[src/rtl/traffic_phase_controller.sv]
// Timed N-approach intersection controller: green/yellow/all-red cycling with latched pedestrian WALK service.
// Optional night flashing-yellow mode is compiled in with NIGHT_FLASH_EN.
module traffic_phase_controller #(
   parameter int N_PHASE  = 2,
   parameter int CNT_W    = 8,
   parameter int GREEN_T  = 20,
   parameter int YELLOW_T = 4,
   parameter int CLEAR_T  = 2,
   parameter int WALK_T   = 10,
   localparam int PH_W    = $clog2(N_PHASE)
) (
   input  logic               clk,
   input  logic               rst,
   input  logic               tick,
   input  logic [N_PHASE-1:0] ped_req,
`ifdef NIGHT_FLASH_EN
   input  logic               night_mode,
`endif
   output logic [N_PHASE-1:0] red,
   output logic [N_PHASE-1:0] yellow,
   output logic [N_PHASE-1:0] green,
   output logic [N_PHASE-1:0] walk,
   output logic               dont_walk,
   output logic [PH_W-1:0]    phase,
   output logic [2:0]         dbg_state
);

   typedef enum logic [2:0] {
      S_CLEAR  = 3'd0,
      S_GREEN  = 3'd1,
      S_YELLOW = 3'd2,
      S_WALK   = 3'd3
`ifdef NIGHT_FLASH_EN
      , S_FLASH = 3'd4
`endif
   } state_t;

   localparam logic [CNT_W-1:0] GREEN_LD  = CNT_W'(GREEN_T - 1);
   localparam logic [CNT_W-1:0] YELLOW_LD = CNT_W'(YELLOW_T - 1);
   localparam logic [CNT_W-1:0] CLEAR_LD  = CNT_W'(CLEAR_T - 1);
   localparam logic [CNT_W-1:0] WALK_LD   = CNT_W'(WALK_T - 1);
   localparam logic [PH_W-1:0]  LAST_PH   = PH_W'(N_PHASE - 1);
   localparam logic [N_PHASE-1:0] ALL_ONE = {N_PHASE{1'b1}};
   localparam logic [N_PHASE-1:0] ONE     = N_PHASE'(1);

   state_t               state_q, state_d;
   logic [CNT_W-1:0]     timer_q, timer_d;
   logic [PH_W-1:0]      phase_q, phase_d;
   logic [N_PHASE-1:0]   ped_pend_q, ped_pend_d;
   logic [N_PHASE-1:0]   red_q, red_d;
   logic [N_PHASE-1:0]   yellow_q, yellow_d;
   logic [N_PHASE-1:0]   green_q, green_d;
   logic [N_PHASE-1:0]   walk_q, walk_d;
   logic                 dont_walk_q, dont_walk_d;
   logic                 expire;
   logic [N_PHASE-1:0]   req_all;
   logic [N_PHASE-1:0]   owner;

   always_comb begin
      state_d    = state_q;
      timer_d    = timer_q;
      phase_d    = phase_q;
      walk_d     = walk_q;
      ped_pend_d = ped_pend_q | ped_req;
      req_all    = ped_pend_q | ped_req;
      expire     = tick && (timer_q == '0);

      if (tick && (timer_q != '0)) begin
         timer_d = timer_q - 1'b1;
      end

      case (state_q)
         S_CLEAR: begin
            if (expire) begin
`ifdef NIGHT_FLASH_EN
               if (night_mode) begin
                  state_d = S_FLASH;
               end else
`endif
               begin
                  state_d = S_GREEN;
                  timer_d = GREEN_LD;
                  phase_d = (phase_q == LAST_PH) ? '0 : phase_q + 1'b1;
               end
            end
         end
         S_GREEN: begin
            if (expire) begin
               state_d = S_YELLOW;
               timer_d = YELLOW_LD;
            end
         end
         S_YELLOW: begin
            if (expire) begin
               // Requests arriving on the expiry cycle itself are served in this WALK.
               if (|req_all) begin
                  state_d    = S_WALK;
                  timer_d    = WALK_LD;
                  walk_d     = req_all;
                  ped_pend_d = '0;
               end else begin
                  state_d = S_CLEAR;
                  timer_d = CLEAR_LD;
               end
            end
         end
         S_WALK: begin
            if (expire) begin
               state_d = S_CLEAR;
               timer_d = CLEAR_LD;
               walk_d  = '0;
            end
         end
`ifdef NIGHT_FLASH_EN
         S_FLASH: begin
            if (!night_mode) begin
               state_d = S_CLEAR;
               timer_d = CLEAR_LD;
            end
         end
`endif
         default: begin
            state_d = S_CLEAR;
            timer_d = CLEAR_LD;
            walk_d  = '0;
         end
      endcase

      // Lamp outputs are decoded from the next state so they flip on the same edge.
      owner       = ONE << phase_d;
      red_d       = ALL_ONE;
      yellow_d    = '0;
      green_d     = '0;
      case (state_d)
         S_GREEN: begin
            green_d = owner;
            red_d   = ~owner;
         end
         S_YELLOW: begin
            yellow_d = owner;
            red_d    = ~owner;
         end
`ifdef NIGHT_FLASH_EN
         S_FLASH: begin
            red_d = '0;
            if (state_q == S_FLASH) begin
               yellow_d = tick ? ~yellow_q : yellow_q;
            end
         end
`endif
         default: begin
            red_d = ALL_ONE;
         end
      endcase
      dont_walk_d = ~|walk_d;
   end

   always_ff @(posedge clk) begin
      if (rst) begin
         state_q     <= S_CLEAR;
         timer_q     <= CLEAR_LD;
         phase_q     <= LAST_PH;
         ped_pend_q  <= '0;
         red_q       <= ALL_ONE;
         yellow_q    <= '0;
         green_q     <= '0;
         walk_q      <= '0;
         dont_walk_q <= 1'b1;
      end else begin
         state_q     <= state_d;
         timer_q     <= timer_d;
         phase_q     <= phase_d;
         ped_pend_q  <= ped_pend_d;
         red_q       <= red_d;
         yellow_q    <= yellow_d;
         green_q     <= green_d;
         walk_q      <= walk_d;
         dont_walk_q <= dont_walk_d;
      end
   end

   assign red       = red_q;
   assign yellow    = yellow_q;
   assign green     = green_q;
   assign walk      = walk_q;
   assign dont_walk = dont_walk_q;
   assign phase     = phase_q;
   assign dbg_state = state_q;

endmodule
[config.mk]
export PLATFORM = sky130hd
export DESIGN_NAME = traffic_phase_controller
export DESIGN_NICKNAME = d
export VERILOG_FILES = /design/src/rtl/traffic_phase_controller.sv
export SDC_FILE = /design/constraint.sdc
export NUM_CORES = 1
export LEC_CHECK = 0
export CAP_MARGIN = 20
export CORE_ASPECT_RATIO = 1.5
export CORE_UTILIZATION = 33
export CTS_BUF_LIST = sky130_fd_sc_hd__clkbuf_4 sky130_fd_sc_hd__clkbuf_8
export DETAILED_ROUTE_END_ITERATION = 12
export PLACE_DENSITY_LB_ADDON = 0.15
export SLEW_MARGIN = 40
export SYNTH_ARGS = -nofsm -noshare
export SYNTH_HDL_FRONTEND = slang
export SYNTH_SLANG_ARGS = --single-unit
[constraint.sdc]
create_clock -name clk -period 3.3 [get_ports clk]
set_input_delay 0.99 -clock clk [delete_from_list [all_inputs] [get_ports clk]]
set_output_delay 0.99 -clock clk [all_outputs]
set_load 0.01 [all_outputs]
==> results by group, run 1 <==
STA
  • RSZ-0062 raised after global routing: no
  • Worst-margin pin slew: approximately 0.56 ns
  • Final setup TNS: 0 ns
  • Worst Skew: 0.00273 ns
  • Max-slew violation count: 0
  • Setup violations, final: 0
  • Final worst setup slack: ~0.64 ns
  • Slew headroom: a little over three fifths
  • Fin crit share: about 81%
  • Fmax: 0.376 GHz
  • Final Hold Viols: 0
  • Minimum clock period: between 2 and 3 ns

Clock tree
  • Clk_lat worst skew: ~0.26 ns
  • H-tree Lvls: 1
  • Root Driver: clkbuf_8
  • Post_cts resized: 0
  • Inserted Clock Buffers: 3
  • Clk buf depth: 2
  • Clock Sinks: 23
  • CTS tree: done
  • Hold-fix buffer count after cts: 0
  • Setup Buffers After CTS: 0
  • Clock slew at reported path FFs: about 0.08 ns

Critical path
  • Delay-heaviest family, CP: simple AND/OR/NAND/NOR gates
  • Worst-path cell chain: clkdlybuf4s50_1, nand4bb_1, nand2b_2, or3_1, o32ai_1, and2_1
  • Crit-path max cell delay: approximately 0.56 ns
  • Worst EP arrival: 2.88 ns
  • Buf/Inv on CP: 1
  • Crit path capture type: flop
  • Worst Setup SP: tick
  • Critical Path RT: 3.51 ns
  • CP max stage cell: clkdlybuf4s50_1
  • RR Startpoint: timer_q[1]
  • Worst Setup Start Kind: input pin
  • Critical path class: input pin to flop
  • Crit Path Max Fanout: 14

Logic synthesis
  • Post-synthesis compound-gate area fraction: a little over a fifth
  • Mapped Area: about 1100 sq um
  • Post-Syn Instances: about 130
  • Ranking of synthesized cells by area: dfxtp_1 (43%), nor2_1 (4.2%), nor3_1 (3.7%)
  • Count leader, synth: dfxtp_1
  • Synth area leader: dfxtp_1
  • Ys flop type: dfxtp_1
  • Mux cell area share after synthesis: 0%
  • EDFF count, synth: 0
  • Sequential area share after synthesis: 42.7%
  • Yosys warning total: 0
  • Synth cell types: 39
  • Synth Area in XOR/XNOR: between 1.5 and 2%
  • Simple-gate share of the synthesized area: 27.5%
  • Post-synth top area share: between 40% and 50%
  • Post-synth top cells: dfxtp_1 (23), nor2_1 (12), nand2_1 (10)
  • Post-synthesis adder-cell area fraction: 1.16%
  • Syn_area_per_cell: approximately 8.5 sq um
  • Syn nets: between 100 and 150
  • Synth async-reset ratio: 0%
  • Main combinational cell family by area after synthesis: simple AND/OR/NAND/NOR gates
  • Register bit count reported by yosys: 23

Floorplanning
  • Die X: 48.7 um
  • Core region area: 3130 sq um
  • Initial Utilization: 34.4%
  • Ports: 18
  • Die height: ~72 um
  • Row Count: 25
  • Die area: roughly 3500 sq um

GRT
  • Antenna violations before repair: 0
  • Largest net degree at the start of global routing: 20
  • Number of global-route vias before repair: 887
  • Total track usage: approximately 14%
  • First-pass GRT wire length: between 3000 and 4000 um
  • GRT overflow: 0

Min path
  • Hold path start: timer_q[0]
  • Worst hold path type: flop to flop

Cells and area
  • Antenna cells: 0
  • Area growth from synthesis to layout: 23.2%
  • Fillers: ~330
  • Layout cells sized above 1: under 10%
  • Finished Layout Cells: 183
  • Final #Nets: 150

Placement
  • Place WS: 0.355 ns
  • DP HPWL: around 1600 um
  • RD Place Congestion: 0.767
  • Cells after DPL: around 180
  • Port bufs: 17

Power
  • Worst IR Drop VDD: 0.000207 V
  • Static leakage: between 0.4 and 0.5 nW
  • Pwr Density: between 300 and 400 nW/um^2
  • Total power: approximately 0.50 mW

Job
  • Max-cap violations: 0

Route
  • 1st-pass router iterations: 4
  • Wire per inst: about 12 um
  • Via count: ~940
  • Vias/cell: around 5.2
  • DRC: 0
  • Final ANT Viol Nets: 0
  • Final wirelength: 2250 um
  • Initial drt markers: 22

Status
  • Outcome: finished clean
==> sequential cells by signal, indices dropped and copies added (netlist names) <==
signal      count
red             2
yellow          2
green           2
dont_walk       1
dbg_state       3
ped_pend_q      2
walk            2
timer_q         8
phase           1
==> routing by layer <==
metal | part of all wire [%] | vias up | GRT usage (%)
met5 | 0 | - | 0
met4 | 2.0 | 0 | 6.86
met3 | 3.1 | 5 | 1.89
met2 | 52 | 18 | 26.1
met1 | 43 | 435 | 15.9
li1 | - | 486 | -
==> power by group <==
| part | internal [mW] | total (mW) | switching (mW) |
|---|---|---|---|
| sequential | 0.283 | 0.289 | 0.00675 |
| combinational | 0.0194 | 0.0423 | 0.0229 |
| clock | 0.0843 | 0.172 | 0.0876 |
| total | 0.386 | 0.504 | 0.117 |
==> worst min-delay path, stage by stage, from the launching register on <==
cell	delay [ns]
dfxtp_1	0.34
nand2b_1	0.07
nand4_1	0.09
==> cell usage in the layout (no fill, tap or decap), types with 2 or more instances in the layout <==
cell type / synthesis / routed
clkdlybuf4s50_1: 0 / 17
a21oi_1: 7 / 7
xnor2_1: 2 / 2
o21ai_1: 6 / 6
or3_1: 3 / 3
nand2b_1: 3 / 3
dfxtp_1: 23 / 23
nand2_1: 10 / 10
nor2_1: 12 / 12
clkbuf_8: 0 / 3
nand4bb_1: 2 / 2
nor3_1: 8 / 8
nand3_1: 3 / 3
nor4_1: 2 / 2
inv_1: 7 / 7
o21ai_0: 6 / 6
and3_1: 3 / 3
a211oi_1: 3 / 3
==> final timing paths <==
path / end / cells past startpoint / slack, ns
hold reg to reg: timer_q[0] / 2 / 0.53
setup reg to reg: walk[1] / 7 / 1.22
setup / recovery: walk[1] / 6 / 0.64
hold / removal: timer_q[0] / 2 / 0.53
==> cell type report <==
type                       count  area, sq um  area share, %
inverter                       7         26.3           1.98
multi-input combinational     91          567           42.7
clock inverter                 1         5.00          0.377
sequential                    23          460           34.7
clock buffer                   3         41.3           3.11
timing repair buffer          18          178           13.4
tap                           40         50.0           3.77
==> kinds of logic after synthesis <==
kind of cell | after synthesis
flops | 23
compound gates | 34
buf+inv | 13
other cells | 1
simple gates | 53
fa+ha+maj | 1
xor+xnor | 2
==> per-stage QoR <==
| stage | hold WS, ns | utilization (%) | area (sq um) |
|---|---|---|---|
| finish | 0.527 | 42.4 | 1330 |
| global route | 0.566 | 42.4 | 1330 |
| CTS | 0.535 | 42.4 | 1330 |
| detailed placement | 0.511 | 41.0 | 1280 |
| global placement | 0.506 | 41.0 | 1280 |
| floorplan | 0.466 | - | 1080 |
Note: power is estimated with default switching activity, not from simulation.
==> inputs of run 2 (changes only) <==
==> constraint.sdc (replaced) <==
create_clock -name clk -period 2.2 [get_ports clk]
set_input_delay 0.66 -clock clk [delete_from_list [all_inputs] [get_ports clk]]
set_output_delay 0.66 -clock clk [all_outputs]
set_load 0.01 [all_outputs]
==> run 2 against run 1 <==
  * Final cell count increased by 6.6%
  * Combinational power increased by 73%
  * First-iteration DRC count decreased by 68%
  * Sequential cell count unchanged
  * Count of clock-buffer cells in the layout did not move
  * Clock skew increased by 0.0017 ns
  * Critical path depth fell by 5
  * Sequential share of layout area fell by 2.3 points
  * Worst hold slack worse by 0.0035 ns
  * Design area grew 7.0%
  * Wire length grew 3.1%
  * Sequential power increased by 50%
  * Critical path type is now flop to primary output
  * Critical endpoint is now dbg_state[2]
  * Largest power group unchanged
  * Highest routed layer unchanged
==> results by group, run 2 (synthesis gave the netlist of run 1 again) <==
Clock tree
  • Inserted Clock Buffers: 3 (unchanged)
  • Clk buf depth: 2 (unchanged)
  • H-tree Lvls: 1 (unchanged)
  • Root Driver: clkbuf_8
  • CTS tree: done
  • Clk_lat worst skew: 0.26 ns (about the same)
  • Clock Sinks: 23 (unchanged)
  • Clock slew at reported path FFs: 0.08 ns (about the same)

Critical path
  • CP max stage cell: clkdlybuf4s50_1
  • Crit-path max cell delay: 0.61 ns (+0.05 ns)
  • Delay-heaviest family, CP: buffers and inverters
  • Worst-path cell chain: clkdlybuf4s50_1
  • Critical Path RT: 1.54 ns (-1.97 ns)
  • Crit Path Max Fanout: 9 (-5)
  • Critical path class: flop to primary output
  • Buf/Inv on CP: 1 (unchanged)
  • Worst EP arrival: 1.37 ns (-1.51 ns)
  • R2R depth: 8 (+1)
  • Critical path depth in cells: 1 (-5)
  • Crit path capture type: primary output
  • Reg2Reg Setup Slack: 0.32 ns (-0.90 ns)
  • Worst Setup Start Kind: flop

STA
  • Fmax: between 0.4 and 0.5 GHz
  • Final setup TNS: 0 ns (unchanged)
  • Minimum clock period: between 2 and 2.5 ns
  • Final Hold Viols: 0 (unchanged)
  • Worst Skew: 0.00439 ns (+0.00166 ns)
  • Worst-margin pin slew: 0.518 ns (-0.0369 ns)
  • Slew headroom: 65.2% (+2.5 points)
  • Max-slew violation count: 0 (unchanged)
  • WHS: 0.524 ns (-0.00351 ns)
  • Fin crit share: just over 90%
  • Final worst setup slack: 0.173 ns (-0.464 ns)
  • RSZ-0062 raised after global routing: no
  • Setup violations, final: 0 (unchanged)

Floorplanning
  • Die height: 72.0 um (unchanged)
  • Die X: 48.7 um (unchanged)
  • Die area: 3500 sq um (unchanged)
  • Initial Utilization: 34.4% (unchanged)
  • Row Count: 25 (unchanged)
  • Core region area: 3130 sq um (unchanged)
  • Ports: 18 (unchanged)

Placement
  • RD Place Congestion: 0.780 (+1.7%)
  • Cells after DPL: 191 (+6.7%)
  • DP HPWL: 1770 um (+8.2%)
  • Placement Cell Area: 1370 sq um (+7.0%)
  • Port bufs: 17 (unchanged)
  • Place WS: -0.195 ns (-0.550 ns)

GRT
  • GRT overflow: 0 (unchanged)
  • Total track usage: 14.6% (+0.42 points)
  • Antenna violations before repair: 0 (unchanged)
  • First-pass GRT wire length: 4030 um (+4.1%)
  • Number of global-route vias before repair: 907 (+2.3%)
  • Largest net degree at the start of global routing: 19 (-5.0%)

Power
  • Total power: 0.759 mW (+51%)
  • Static leakage: 0.522 nW (+15%)
  • Pwr Density: 534 nW/um^2 (+41%)
  • Worst IR Drop VDD: 0.000303 V (+47%)

Route
  • 1st-pass router iterations: 4 (unchanged)
  • Final wirelength: 2320 um (+3.1%)
  • Final ANT Viol Nets: 0 (unchanged)
  • Via count: 989 (+4.8%)
  • Initial drt markers: 7 (-68%)
  • DRC: 0 (unchanged)
  • Vias/cell: 5.07 (-1.7%)
  • Wire per inst: 11.9 um (-3.3%)

Min path
  • Worst hold path type: flop to flop
  • Hold Path Cell Cnt: 2 (unchanged)

Cells and area
  • Layout cells sized above 1: 14.8% (+7.1 points)
  • Register area: 460 sq um (unchanged)
  • Final core utilization: 45.4% (+3.0 points)
  • Area growth from synthesis to layout: 31.8%
  • Multi-input logic area: 567 sq um (unchanged)
  • Fillers: 337 (+2.4%)
  • Register bank with the most flops: timer_q
  • Commonest cells after routing, fill and taps aside: dfxtp_1 (23), clkdlybuf4s50_1 (16), buf_4 (13)
  • Final #Nets: 162 (+8.0%)
  • Cell area after layout: 1420 sq um (+7.0%)
  • Finished Layout Cells: 195 (+6.6%)
  • Antenna cells: 0 (unchanged)
  • Commonest non-fill, non-tap cell in the layout: dfxtp_1
  • Max FFs per register: 8 (unchanged)

Status
  • Outcome: finished clean

Job
  • Max-cap violations: 0 (unchanged)
==> run 2: cell types whose count changed in the layout (fill, tap and decap cells not counted) <==
cell	before	now
dlymetal6s2s_1	0	1
buf_4	1	13
clkdlybuf4s50_1	17	16
==> run 2: worst paths after layout <==
path	startpoint	end
setup / recovery	dbg_state[2]	dbg_state[2]
hold / removal	timer_q[0]	timer_q[0]
setup reg to reg	timer_q[1]	walk[1]
hold reg to reg	timer_q[0]	timer_q[0]
==> run 2: timing repair <==
action | 4_1_cts | 5_1_grt
setup buffers | 0 | 0
hold buffers | 0 | 0
gates resized for setup | 0 | 1
endpoints found under the setup margin | 0 | 3
==> run 2: area by class of cell <==
class | count | share of cell area [%]
repair buffers | 30 | 19.0
flip-flops and latches | 23 | 32.4
clock inverters | 1 | 0.352
well taps | 40 | 3.52
clock buffers | 3 | 2.91
multi-input cells | 91 | 39.9
inverters | 7 | 1.85
==> run 2: power by group <==
| group | switching, mW | total (mW) | internal (mW) |
|---|---|---|---|
| logic | 0.0365 | 0.0731 | 0.0365 |
| clock network | 0.126 | 0.252 | 0.126 |
| registers | 0.00966 | 0.434 | 0.424 |
==> run 2: metal layers <==
metal | vias up | share of wire (%) | track usage, %
met5 | - | 0 | 0
met2 | 11 | 51 | 25.8
met3 | 2 | 2.7 | 2.94
met1 | 468 | 45 | 17.1
li1 | 508 | - | -
met4 | 0 | 1.1 | 5.88
==> inputs of run 3 (changes only) <==
--- a/config.mk
+++ b/config.mk
@@ -7,7 +7,7 @@
 export LEC_CHECK = 0
 export CAP_MARGIN = 20
 export CORE_ASPECT_RATIO = 1.5
-export CORE_UTILIZATION = 33
+export CORE_UTILIZATION = 47
 export CTS_BUF_LIST = sky130_fd_sc_hd__clkbuf_4 sky130_fd_sc_hd__clkbuf_8
 export DETAILED_ROUTE_END_ITERATION = 12
 export PLACE_DENSITY_LB_ADDON = 0.15
==> constraint.sdc (replaced) <==
create_clock -name clk -period 2.49 [get_ports clk]
set_input_delay 0.747 -clock clk [delete_from_list [all_inputs] [get_ports clk]]
set_output_delay 0.747 -clock clk [all_outputs]
set_load 0.01 [all_outputs]
==> run 3 against run 2 <==
  * Non-clock buffer count shrank 1
  * Power shrank 18%
  * Sequential cell count is the same
  * Clock skew grew 0.0025 ns
  * Largest cell class unchanged
==> results by group, run 3 (synthesis gave the netlist of run 1 again) <==
Clock tree
  • Setup Buffers After CTS: 0 (unchanged)
  • Clock Sinks: 23 (unchanged)
  • Post_cts resized: 0 (unchanged)
  • Inserted Clock Buffers: 3 (unchanged)
  • Hold-fix buffer count after cts: 0 (unchanged)
  • H-tree Lvls: 1 (unchanged)
  • Clk_lat worst skew: 0.31 ns (+0.05 ns)
  • Clk buf depth: 2 (unchanged)
  • CTS tree: done
  • Root Driver: clkbuf_4
  • Clock slew at reported path FFs: 0.12 ns (+0.04 ns)

GRT
  • GRT overflow: 0 (unchanged)
  • Total track usage: 22.6% (+8.0 points)
  • Largest net degree at the start of global routing: 19 (unchanged)
  • Number of global-route vias before repair: 953 (+5.1%)
  • Antenna violations before repair: 0 (unchanged)
  • First-pass GRT wire length: 3840 um (-4.6%)

STA
  • Worst-margin pin slew: 0.533 ns (+0.0148 ns)
  • WHS: 0.537 ns (+0.0136 ns)
  • Final Hold Viols: 0 (unchanged)
  • Fmax: 0.455 GHz
  • Setup violations, final: 0 (unchanged)
  • Final setup TNS: 0 ns (unchanged)
  • Minimum clock period: 2.20 ns
  • Final worst setup slack: 0.290 ns (+0.117 ns)
  • Fin crit share: about nine tenths
  • Slew headroom: 64.2% (-0.99 points)
  • RSZ-0062 raised after global routing: no
  • Worst Skew: 0.00692 ns (+0.00252 ns)
  • Max-slew violation count: 0 (unchanged)

Critical path
  • Crit-path max cell delay: 0.60 ns (about the same)
  • Reg2Reg Setup Slack: 0.62 ns (+0.30 ns)
  • Worst EP arrival: 1.45 ns (+0.08 ns)
  • Crit Path Max Fanout: 10 (+1)
  • Worst-path cell chain: clkdlybuf4s50_1
  • Worst Setup Start Kind: flop
  • RR Startpoint: timer_q[1]
  • Critical Path RT: 1.74 ns (+0.20 ns)
  • CP max stage cell: clkdlybuf4s50_1
  • Crit path capture type: primary output
  • Reg2reg end: dont_walk
  • Delay-heaviest family, CP: buffers and inverters
  • Critical path class: flop to primary output
  • Buf/Inv on CP: 1 (unchanged)
  • R2R depth: 8 (unchanged)

Route
  • Routed length on met2: 1260 um (+6.6%)
  • Highest routed metal layer: met4
  • Via count: 1039 (+5.1%)
  • Final ANT Viol Nets: 0 (unchanged)
  • Wire per inst: 14.0 um (+17%)
  • Routed wl met3: 126 um (+100%)
  • Vias/cell: 5.90 (+16%)
  • DRC: 0 (unchanged)
  • Final wirelength: 2460 um (+5.8%)
  • Initial drt markers: 37 (+30)
  • Met1 wire length: 1010 um (-4.1%)
  • 1st-pass router iterations: 4 (unchanged)

Placement
  • RD Place Congestion: 0.858 (+10%)
  • Port bufs: 17 (unchanged)
  • Placement Cell Area: 1340 sq um (-2.2%)
  • Place WS: 0.0254 ns (+0.220 ns)
  • DP HPWL: 1820 um (+3.0%)

Cells and area
  • Cell area after layout: 1370 sq um (-3.6%)
  • Layout cells sized above 1: 14.3% (-0.55 points)
  • Commonest cells after routing, fill and taps aside: dfxtp_1 (23), clkdlybuf4s50_1 (17), nor2_1 (12), buf_4 (12), nand2_1 (10)
  • Commonest non-fill, non-tap cell in the layout: dfxtp_1
  • Max FFs per register: 8 (unchanged)
  • Final #Nets: 161 (-0.62%)
  • Area growth from synthesis to layout: 27.1%
  • Register bank with the most flops: timer_q
  • Antenna cells: 0 (unchanged)

Job
  • Max-cap violations: 0 (unchanged)

Min path
  • WHS Endpoint: timer_q[0]
  • Hold Path Cell Cnt: 2 (unchanged)
  • Worst hold path type: flop to flop
  • Hold path start: timer_q[0]

Power
  • Total power: 0.622 mW (-18%)
  • Pwr Density: 454 nW/um^2 (-15%)
  • Worst IR Drop VDD: 0.000319 V (+5.1%)
  • Static leakage: 0.499 nW (-4.3%)

Floorplanning
  • Die X: 41.1 um (-16%)
  • Ports: 18 (unchanged)
  • Initial Utilization: 51.2% (+17 points)
  • Row Count: 20 (-20%)
  • Core region area: 2100 sq um (-33%)
  • Die area: 2490 sq um (-29%)
  • Die height: 60.6 um (-16%)

Status
  • Outcome: finished clean
## run 3: cell count changes in the layout (fill, tap and decap cells not counted), sizes merged
cell / before / now
buf: 13 / 12
clkdlybuf4s50: 16 / 17
dlymetal6s2s: 1 / 0
## run 3: how the worst max path moves through the flow
stage                           end  cells after the start   from  slack [ns]
after detailed placement  dont_walk                      6   tick        0.03
after floorplan           dont_walk                      5   tick        0.62
after global routing          phase                      1  phase        0.25
final                         phase                      1  phase        0.29
after CTS                     phase                      1  phase        0.29
after global placement    dont_walk                      6   tick        0.05
## run 3: power breakdown
group          total [mW]  switching (mW)  internal [mW]
Sequential          0.384         0.00863          0.375
Combinational      0.0651          0.0332         0.0319
Clock               0.173           0.113         0.0601
## run 3: layout make-up
type                       count  area (sq um)
sequential                    23           460
inverter                       7          26.3
fill                         203           733
multi-input combinational     91           567
clock inverter                 1          5.00
tap                           22          27.5
timing repair buffer          29           260
clock buffer                   3          22.5
## run 3: metrics by stage
stage / utilization (%) / instances
after CTS: 65.1 / 176
final: 65.1 / 176
after global routing: 65.1 / 176
after floorplan: - / 127
after detailed placement: 63.8 / 172
after global placement: 63.8 / 172
## run 3: worst reg2reg max path, delay by kind of cell (launching register included)
family	cells	cell delay [ns]
AO/OA/AOI/OAI	3	0.53
adder cells (fa/ha/maj)	1	0.27
flip-flops	1	0.44
AND/OR/NAND/NOR	2	0.36
buffers and inverters	2	0.18
## run 3: routing by layer
metal  track usage [%]  vias to the layer above
met2              40.2                       40
met3              2.20                       11
met1              24.4                      480
met4              12.4                        0
li1                  -                      508
met5                 0                        -
